**config.mk**
```make
export PLATFORM = sky130hd
export DESIGN_NAME = conv_pool_rx
export DESIGN_NICKNAME = d
export VERILOG_FILES = /design/src/rtl/conv_pool_rx.sv
export SDC_FILE = /design/constraint.sdc
export NUM_CORES = 1
export LEC_CHECK = 0
export ABC_AREA = 1
export CAP_MARGIN = 40
export CORE_ASPECT_RATIO = 0.5
export CORE_MARGIN = 3
export CORE_UTILIZATION = 33
export CTS_CLUSTER_SIZE = 8
export DETAILED_ROUTE_END_ITERATION = 10
export GPL_TIMING_DRIVEN = 0
export MAX_ROUTING_LAYER = met4
export PLACE_DENSITY = 0.47
export SLEW_MARGIN = 20
export SYNTH_ARGS = -nofsm -noshare
export SYNTH_HDL_FRONTEND = slang
export SYNTH_SLANG_ARGS = --single-unit
export TNS_END_PERCENT = 50
```
**constraint.sdc**
```tcl
create_clock -name clk -period 7.06 [get_ports clk]
set_input_delay 1.412 -clock clk [delete_from_list [all_inputs] [get_ports clk]]
set_output_delay 1.412 -clock clk [all_outputs]
set_load 0.01 [all_outputs]
```
**src/rtl/conv_pool_rx.sv**
```systemverilog
// Receive side of the conv engine: 2x2 stride-2 max pooling over one FM x FM raster map.
// Optional macro POOL_RELU_EN fuses a ReLU into each window result.
module conv_pool_rx #(
    parameter int FM = 12,
    parameter int DW = 13
) (
    input  logic                 clk,
    input  logic                 rst,
    input  logic signed [DW-1:0] in_data,
    input  logic                 in_en,
    input  logic                 in_done,
    output logic signed [DW-1:0] out,
    output logic                 out_en,
    output logic                 done,
    output logic                 err
);

    localparam int CW = $clog2(FM);
    localparam int HF = FM / 2;
    localparam int HW = (HF > 1) ? $clog2(HF) : 1;
    localparam int NW = $clog2(HF * HF + 1);
    localparam logic [CW-1:0] LAST = CW'(FM - 1);

    localparam logic [1:0] S_RUN  = 2'd0;
    localparam logic [1:0] S_FIN  = 2'd1;
    localparam logic [1:0] S_DONE = 2'd2;

    function automatic logic signed [DW-1:0] max_signed(input logic signed [DW-1:0] a,
                                                        input logic signed [DW-1:0] b);
        max_signed = (a > b) ? a : b;
    endfunction

    function automatic logic signed [DW-1:0] pool_out(input logic signed [DW-1:0] m);
`ifdef POOL_RELU_EN
        pool_out = max_signed(m, {DW{1'b0}});
`else
        pool_out = m;
`endif
    endfunction

    logic [1:0]           state_r;
    logic [CW-1:0]        col_r;
    logic [CW-1:0]        row_r;
    logic [NW-1:0]        out_cnt_r;
    logic signed [DW-1:0] pmax_r;
    logic signed [DW-1:0] rowbuf_r [HF];

    logic [HW-1:0]        idx_s;
    logic signed [DW-1:0] p_s;
    logic signed [DW-1:0] win_s;
    logic                 last_s;
    logic                 take_s;

    assign idx_s  = HW'(col_r >> 1);
    assign p_s    = max_signed(pmax_r, in_data);
    assign win_s  = pool_out(max_signed(rowbuf_r[idx_s], p_s));
    assign last_s = (row_r == LAST) && (col_r == LAST);
    assign take_s = (state_r == S_RUN) && in_en;

    // Half-row buffer: horizontal pair maxima of the even row, read back on the odd row.
    always_ff @(posedge clk) begin
        if (!rst && take_s && col_r[0] && !row_r[0]) begin
            rowbuf_r[idx_s] <= p_s;
        end
    end

    // Control FSM, raster counters and registered pooled outputs.
    always_ff @(posedge clk) begin
        if (rst) begin
            state_r   <= S_RUN;
            col_r     <= {CW{1'b0}};
            row_r     <= {CW{1'b0}};
            out_cnt_r <= {NW{1'b0}};
            pmax_r    <= {DW{1'b0}};
            out       <= {DW{1'b0}};
            out_en    <= 1'b0;
            done      <= 1'b0;
            err       <= 1'b0;
        end else begin
            out_en <= 1'b0;
            case (state_r)
                S_RUN: begin
                    if (in_en) begin
                        if (!col_r[0]) begin
                            pmax_r <= in_data;
                        end else if (row_r[0]) begin
                            out       <= win_s;
                            out_en    <= 1'b1;
                            out_cnt_r <= out_cnt_r + NW'(1);
                        end
                        if (col_r == LAST) begin
                            col_r <= {CW{1'b0}};
                            row_r <= (row_r == LAST) ? {CW{1'b0}} : row_r + CW'(1);
                        end else begin
                            col_r <= col_r + CW'(1);
                        end
                    end
                    // Final sample wins over a simultaneous in_done; done rises with the last strobe.
                    if (in_en && last_s) begin
                        state_r <= S_FIN;
                        done    <= 1'b1;
                    end else if (in_done) begin
                        state_r <= S_DONE;
                        done    <= 1'b1;
                        err     <= 1'b1;
                    end
                end
                S_FIN: begin
                    state_r <= S_DONE;
                    if (in_en) begin
                        err <= 1'b1;
                    end
                end
                S_DONE: begin
                    if (in_en) begin
                        err <= 1'b1;
                    end
                end
                default: begin
                    state_r <= S_DONE;
                    done    <= 1'b1;
                    err     <= 1'b1;
                end
            endcase
        end
    end

endmodule

```
; ---- Yosys cells after proc, flatten, opt, wreduce, memory -nomap -nowiden
; Memory sizes are Yosys's and may differ from the RTL's. A register that Yosys moved wholly into a read port is not among the register bits.
; Index checks and enable logic that the tools add are counted.
[word_totals]
ram_bits = 78
wordCells = 62
regBits = 39
memories = 1
inputBits = 17
output_inout_bits = 16
[classes]
n_eq_ne = 8
bitwise = 5
n_reduce_logical = 18
muxes = 18
add_sub_neg = 2
n_lt_le_gt_ge = 2
[mem_list]
columns = memory, depth, width, rd, rd_ports_with_merged_regs, wr, line
row1 = rowbuf_r, 6, 13, 1, 1, 1, 46  ; logic signed [DW-1:0] rowbuf_r [HF];
[op_table]
columns = cell, n
row1 = $gt A13 B13 Y1, 2
row2 = $mux W13, 2
row3 = $reduce_and A3 Y1, 3
row4 = $add A4 B1 Y4 const B, 2
row5 = $eq A4 B4 Y1 const B, 2
row6 = $mux W4, 2
row7 = $mux W1, 7
row8 = $logic_and A1 B1 Y1, 6
row9 = $mux W3, 2
row10 = $reduce_and A2 Y1, 3
row11 = $not A1 Y1, 5
row12 = $mux W2, 2
row13 = $ne A2 B2 Y1 const B, 2
row14 = $pmux W1 S2, 2
row15 = $pmux W2 S2, 1
row16 = $reduce_and A4 Y1, 1
row17 = $reduce_or A4 Y1, 1
row18 = $ne A3 B2 Y1 const B, 1
row19 = $eq A2 B1 Y1 const B, 1
row20 = $eq A2 B2 Y1 const B, 1
row21 = $logic_not A1 Y1, 2
row22 = $logic_not A2 Y1, 1
row23 = $ne A2 B1 Y1 const B, 1
row24 = $reduce_or A2 Y1, 1

; ---- Depth between registers and ports, before layout
; Gate-level depths: netlist of the first run.
[logic_depth]
ltp_word = 7
mapped_depth = 28
mapped_depth_nobuf = 26

; ---- Worst setup path after synthesis of the first run
; No wires, ideal clock.
[synth_path]
kind = input to register
startpoint = input in_data[12]
endpoint = register out[8]
setup_time_ps = 136
setup_slack_ps = 2781
path_buffers = 2
path_stages = 25
t_arrival_ps = 4143
t_required_ps = 6924
cell_sequence = inv_1 ha_1 a21oi_1 nand2_1 a21oi_1 nand2_1 nand2_2 buf_4 nand4_1 nand2_1 inv_1 ha_1 nand2_1 inv_1 nand2_1 nand2_1 a21oi_1 nand2_1 nand2_2 buf_6 nand4_1 nand2_1 clkinv_1 nand2_1 a21oi_2
[synth_via]
elab_chain_len = 4
[synth_lines]
columns = element, line
row1 = from (decl), 9  ; input logic signed [DW-1:0] in_data,
row2 = $gt A13 B13 Y1, 30  ; max_signed = (a > b) ? a : b;
row3 = $mux W13 (*), 30
row4 = named net p_s[12], 49  ; logic signed [DW-1:0] p_s;
row5 = $gt A13 B13 Y1 (*), 30
row6 = $mux W13 (*), 30
row7 = to (signal assigned), 75  ; out <= {DW{1'b0}};
row8 = to (signal assigned), 87  ; out <= win_s;
row9 = to (decl), 12  ; output logic signed [DW-1:0] out,
; Mark *: on every way through the listed nets, which the timed path passes. The rest lies on a longest branch.
; A chain may end at the register's enable or synchronous reset.

; ---- Worst setup path in the final report of the first run
; Same ends and word-level chain as after synthesis.

==> impl_metrics.env, run 1 <==
export IMPL_outcome="completed"
export IMPL_antenna_found_initial=0
export IMPL_syn_cell_area_um2=6016
export IMPL_die_width_um=196.9
export IMPL_cts_setup_buffers=0
export IMPL_drv_slew=0
export IMPL_fmax_ghz=0.1984
export IMPL_synth_avg_cell_area_um2=8.886
export IMPL_first_global_vias=4394
export IMPL_coreArea_um2=17610
export IMPL_clock_sinks=120
export IMPL_path_clk_slew_ns=0.05
export IMPL_layout_drive_gt1_share_pct=11.28
export IMPL_hold_violations=0
export IMPL_r2r_cells=23
export IMPL_cts_hold_buf=0
export IMPL_synth_seq_cells=120
export IMPL_rows=34
export IMPL_dpl_cell_count=947
export IMPL_cts_made_buffers=17
export IMPL_drc=0
export IMPL_viasPerCell=4.709
export IMPL_whs_path_depth=2
export IMPL_die_h_um=101.5
export IMPL_tightestPinTransition_ns=0.8030
export IMPL_hpwl_um=11410
export IMPL_startpoint="in_data[12]"
export IMPL_synth_edf_count=78
export IMPL_grtUsageTotal_pct=16.67
export IMPL_area_growth_pct=20.30
export IMPL_globalplace_congestion=0.8233
export IMPL_cts_resized=0
export IMPL_worstSetupPathType="primary input to flop"
export IMPL_dr_first_iter_drc_count=284
export IMPL_ant_nets=0
export IMPL_synth_ff_type="edfxtp_1"
export IMPL_crit_arrival_ns=5.31
export IMPL_cts_tree="built"
export IMPL_async_flop_share_pct=0
export IMPL_timing_final_crit_share_pct=71.41
export IMPL_ios=33
export IMPL_power_density_nw_per_um2=297.9
export IMPL_required_ns=7.33
export IMPL_clock_path_buffers=2
export IMPL_synth_fp_nets=724
export IMPL_start_util_pct=34.16
export IMPL_regToRegStartpoint="pmax_r[12]"
export IMPL_ys_seq_area_share_pct=52.91
export IMPL_slew_headroom_pct=46.41
export IMPL_finalSetupViolCount=0
export IMPL_start_kind="primary input"
export IMPL_wl_um=15330
export IMPL_final_common_cell="nand2_1"
export IMPL_port_buffers=32
export IMPL_drt_pass1_iter_count=4
export IMPL_ir_worst_vdd_uv=111.4
export IMPL_setup_tns_ns=0
export IMPL_grt_max_degree=17
export IMPL_h_tree_depth=4
export IMPL_hp_class="flop to flop"
export IMPL_clk_latency_ns=0.42
export IMPL_synth_distinct_cells=32
export IMPL_wl_per_cell_um=15.66
export IMPL_cts_root_buf="clkbuf_16"
export IMPL_final_cell_mix="nand2_1 (172), inv_1 (98), edfxtp_1 (78), nand3_1 (44), a21oi_1 (43)"
export IMPL_drv_cap=0
export IMPL_antennaDiodeCount=0
export IMPL_path_max_fanout=10
export IMPL_yosys_warnings=0
export IMPL_min_from="out[4]"
export IMPL_p_leak_nw=3.064
export IMPL_nets=779
export IMPL_layout_cells_non_filler=979
export IMPL_die_area_um2=19980
export IMPL_rsz0062_at_grt="false"
export IMPL_synthCells=677
export IMPL_grt_pass1_wl_um=24420
export IMPL_period_needed_ns=5.041
export IMPL_grt_overflow=0
export IMPL_crit_path_end_kind="flop"
export IMPL_finClkSkew_ns=0.01471
export IMPL_vias=4610
## where the power goes
group	switching [mW]	internal [mW]	leakage (nW)
logic	0.337	0.177	1.74
registers	0.0162	0.803	1.05
clock network	0.336	0.486	0.271
total	0.689	1.47	3.06
## per-layer routing
layer / wire length [um] / up-vias / GRT usage [%]
li1: - / 2372 / -
met5: 0 / - / -
met1: 8340 / 2148 / 24.33
met2: 6307 / 75 / 23.61
met3: 533 / 15 / 2.891
met4: 153 / 0 / 4.923
## per-stage QoR
stage	instance area, um^2	hold WS, ns	utilization, %	setup slack, ns	power, mW
after floorplan	6016	0.4559	-	2.781	1.193
after global placement	6629	0.4592	37.64	1.671	1.343
after detailed placement	6683	0.4627	37.94	1.611	1.350
after CTS	7237	0.4713	41.09	2.031	2.176
after global routing	7237	0.4940	41.09	1.648	2.279
final	7237	0.4651	41.09	2.019	2.156
## path summary, 6_finish.rpt
kind | endpoint | slack [ns]
worst max-delay path | out[8] | 2.02
worst min-delay path | out[4] | 0.47
worst max register to register | out[8] | 3.29
worst min register to register | out[4] | 0.47
## cell type report
cell class | instances | area (um^2)
Tap cell | 234 | 292.8
Inverter | 102 | 382.9
Buffer | 27 | 153.9
Clock inverter | 14 | 125.1
Timing Repair Buffer | 36 | 354.1
Clock buffer | 18 | 429.2
Multi-Input combinational cell | 428 | 2316
Sequential cell | 120 | 3183
Fill cell | 1812 | 10380
## worst max-delay path: stages
cell             delay [ns]
clkdlybuf4s50_1        0.51
inv_1                  0.07
ha_1                   0.36
a21oi_1                0.18
nand2_1                0.07
a21oi_1                0.18
nand2_1                0.09
nand2_2                0.13
buf_4                  0.18
nand4_1                0.14
nand2_1                0.32
inv_1                  0.08
ha_1                   0.36
nand2_1                0.10
nor2_2                 0.15
nand2_1                0.06
nor2_1                 0.10
nand2_1                0.09
nand2_1                0.09
nand2_2                0.10
nand3_2                0.12
buf_6                  0.15
nand3_1                0.12
nand2_1                0.10
a21oi_2                0.05
## registers in the layout, indices dropped and copies added (netlist names), named ones only
register	flops
pmax_r	13
rowbuf_r	78
out_en	1
col_r	4
row_r	4
err	1
done	1
state_r	2
out	13
## cell usage after synthesis (all sizes together), types with 2 or more instances
library cell    n  area share [%]
a21oi          53             5.0
a31oi           2            0.21
buf            16             1.9
clkbuf         11            0.69
clkinv          3            0.19
dfxtp          42              14
edfxtp         78              39
ha             30             6.2
inv            99             6.2
nand2         185              12
nand3          48             4.5
nand3b          2            0.25
nand4          29             3.0
nor2           23             1.5
nor3            5            0.42
nor4            2            0.21
o21a           12             1.5
o21ai          33             2.7
## kinds of logic after synthesis
| family | Yosys count | share of synthesized area, % |
|---|---|---|
| compound gates | 101 | 9.630 |
| xor+xnor | 1 | 0.1456 |
| fa+ha+maj | 30 | 6.240 |
| buf+inv | 129 | 8.923 |
| flops | 120 | 52.91 |
| simple gates | 296 | 22.15 |
Power figures use the tool's default switching activity.
==> run 2: changes to the inputs <==
--- a/config.mk
+++ b/config.mk
@@ -14,7 +14,7 @@
 export DETAILED_ROUTE_END_ITERATION = 10
 export GPL_TIMING_DRIVEN = 0
 export MAX_ROUTING_LAYER = met4
-export PLACE_DENSITY = 0.47
+export PLACE_DENSITY = 0.49
 export SLEW_MARGIN = 20
 export SYNTH_ARGS = -nofsm -noshare
 export SYNTH_HDL_FRONTEND = slang
==> constraint.sdc (replaced) <==
create_clock -name clk -period 4.6 [get_ports clk]
set_input_delay 0.92 -clock clk [delete_from_list [all_inputs] [get_ports clk]]
set_output_delay 0.92 -clock clk [all_outputs]
set_load 0.01 [all_outputs]
==> impl_metrics.env, run 2 (synthesis results as in run 1) <==
export IMPL_power_density_nw_per_um2=471.6
export IMPL_period_needed_ns=4.263
export IMPL_top_register="rowbuf_r"
export IMPL_vias=4592
export IMPL_layout_drive_gt1_share_pct=13.42
export IMPL_tightestPinTransition_ns=0.8113
export IMPL_dpl_cell_count=946
export IMPL_reg_top3="rowbuf_r: 78 flops, out: 13 flops, pmax_r: 13 flops"
export IMPL_timing_final_crit_share_pct=92.68
export IMPL_min_from="err"
export IMPL_fmax_ghz=0.2346
export IMPL_p_leak_nw=3.096
export IMPL_final_common_cell="nand2_1"
export IMPL_path_max_fanout=10
export IMPL_hp_class="flop to flop"
export IMPL_ant_nets=0
export IMPL_h_tree_depth=4
export IMPL_p_total_mw=3.466
export IMPL_cts_made_buffers=17
export IMPL_clock_sinks=120
export IMPL_globalplace_congestion=0.8138
export IMPL_wl_um=15110
export IMPL_fin_ws_ns=0.3367
export IMPL_design_area_um2=7350
export IMPL_finClkSkew_ns=0.01466
export IMPL_highest_layer="met4"
export IMPL_drc=0
export IMPL_grt_max_degree=17
export IMPL_drt_pass1_iter_count=5
export IMPL_hold_path_end="err"
export IMPL_crit_path_end_kind="flop"
export IMPL_path_clk_slew_ns=0.06
export IMPL_antenna_found_initial=0
export IMPL_whs_path_depth=2
export IMPL_ir_worst_vdd_uv=212.2
export IMPL_coreArea_um2=17610
export IMPL_final_cell_mix="nand2_1 (163), inv_1 (98), edfxtp_1 (78), nand3_1 (43), dfxtp_1 (42)"
export IMPL_first_global_vias=4398
export IMPL_drv_slew=0
export IMPL_met3_length_um=373
export IMPL_dr_first_iter_drc_count=301
export IMPL_die_h_um=101.5
export IMPL_die_width_um=196.9
export IMPL_clock_path_buffers=2
export IMPL_drv_cap=0
export IMPL_ios=33
export IMPL_final_util_pct=41.73
export IMPL_fillCellCount=1749
export IMPL_reg2reg_slack_ns=1.11
export IMPL_worst_hold_slack_ns=0.4645
export IMPL_crit_arrival_ns=4.53
export IMPL_outcome="completed"
export IMPL_met1_length_um=8183
export IMPL_finalSetupViolCount=0
export IMPL_required_ns=4.87
export IMPL_r2r_cells=24
export IMPL_rsz0062_at_grt="false"
export IMPL_hold_violations=0
export IMPL_die_area_um2=19980
export IMPL_nets=779
export IMPL_area_growth_pct=22.17
export IMPL_setup_tns_ns=0
export IMPL_wl_per_cell_um=15.43
export IMPL_antennaDiodeCount=0
export IMPL_rows=34
export IMPL_port_buffers=32
export IMPL_r2r_end="out[8]"
export IMPL_cts_root_buf="clkbuf_16"
export IMPL_dpl_instance_area_um2=6669
export IMPL_dr_wl_met2_um=6458
export IMPL_regToRegStartpoint="pmax_r[4]"
export IMPL_start_util_pct=34.16
export IMPL_hpwl_um=11210
export IMPL_layout_cells_non_filler=979
export IMPL_grt_pass1_wl_um=24050
export IMPL_grtUsageTotal_pct=16.39
export IMPL_largest_reg_flops=78
export IMPL_start_kind="primary input"
export IMPL_grt_overflow=0
export IMPL_clk_latency_ns=0.42
export IMPL_viasPerCell=4.691
export IMPL_slew_headroom_pct=45.86
export IMPL_dp_slack_ns=-0.2762
export IMPL_worstSetupPathType="primary input to flop"
export IMPL_cts_tree="built"
[run 2: how the worst max path moves through the flow]
stage	start	endpoint	cells past startpoint
after floorplan	in_data[12]	out[8]	25
after global placement	in_data[12]	out[8]	25
after detailed placement	in_data[12]	out[4]	24
after CTS	in_data[12]	out[4]	24
after global routing	in_data[12]	out[2]	26
final	in_data[2]	out[8]	26
[run 2: routing by layer]
layer | up-vias | track usage (%)
met4 | 0 | 4.103
li1 | 2366 | -
met3 | 12 | 3.091
met2 | 58 | 24.44
met5 | - | -
met1 | 2156 | 23.09
[run 2: cell type report]
type / instances / area, um^2 / area share (%)
flip-flops and latches: 120 / 3183 / 43.31
multi-input cells: 428 / 2371 / 32.26
clock buffers: 17 / 425.4 / 5.788
inverters: 102 / 382.9 / 5.209
repair buffers: 36 / 350.3 / 4.767
well taps: 234 / 292.8 / 3.984
clock inverters: 15 / 187.7 / 2.554
plain buffers: 27 / 156.4 / 2.128
[run 2: what timing repair did]
action                                 in CTS  in global routing
setup endpoints to repair                   0                 13
resized for setup                           0                 19
hold buffers                                0                  0
setup buffers                               0                  1
endpoints found under the hold margin       0                  0
[run 2: worst max-delay path, cell delays in order]
cell and delay, ns:
clkdlybuf4s50_1 0.53, inv_1 0.08, ha_1 0.30, nand2_1 0.07, nor2_1 0.14, nand2_1 0.07, nand3_1 0.08, nand2_1 0.08
nand3_2 0.14, buf_4 0.19, nand4_1 0.18, nand2_4 0.12, inv_1 0.04, ha_1 0.34, nand2_1 0.13, nor2_4 0.17
nand2_1 0.06, nor2_1 0.10, nand2_1 0.09, nand2_1 0.09, nand2_2 0.09, nand3_2 0.12, buf_6 0.15, nand3_1 0.11
nand2_1 0.10, a21oi_2 0.05
[run 2: power breakdown]
part           internal, mW  total [mW]  switching (mW)
Clock                 0.866        1.40           0.535
Combinational         0.283       0.808           0.525
Sequential             1.23        1.26          0.0255
==> run 3: changes to the inputs <==
--- a/config.mk
+++ b/config.mk
@@ -10,6 +10,7 @@
 export CORE_ASPECT_RATIO = 0.5
 export CORE_MARGIN = 3
 export CORE_UTILIZATION = 33
+export CTS_BUF_LIST = sky130_fd_sc_hd__clkbuf_16
 export CTS_CLUSTER_SIZE = 8
 export DETAILED_ROUTE_END_ITERATION = 10
 export GPL_TIMING_DRIVEN = 0
==> results of run 3 <==
Same layout as run 2: the final DEF is identical, and so are final timing and power.
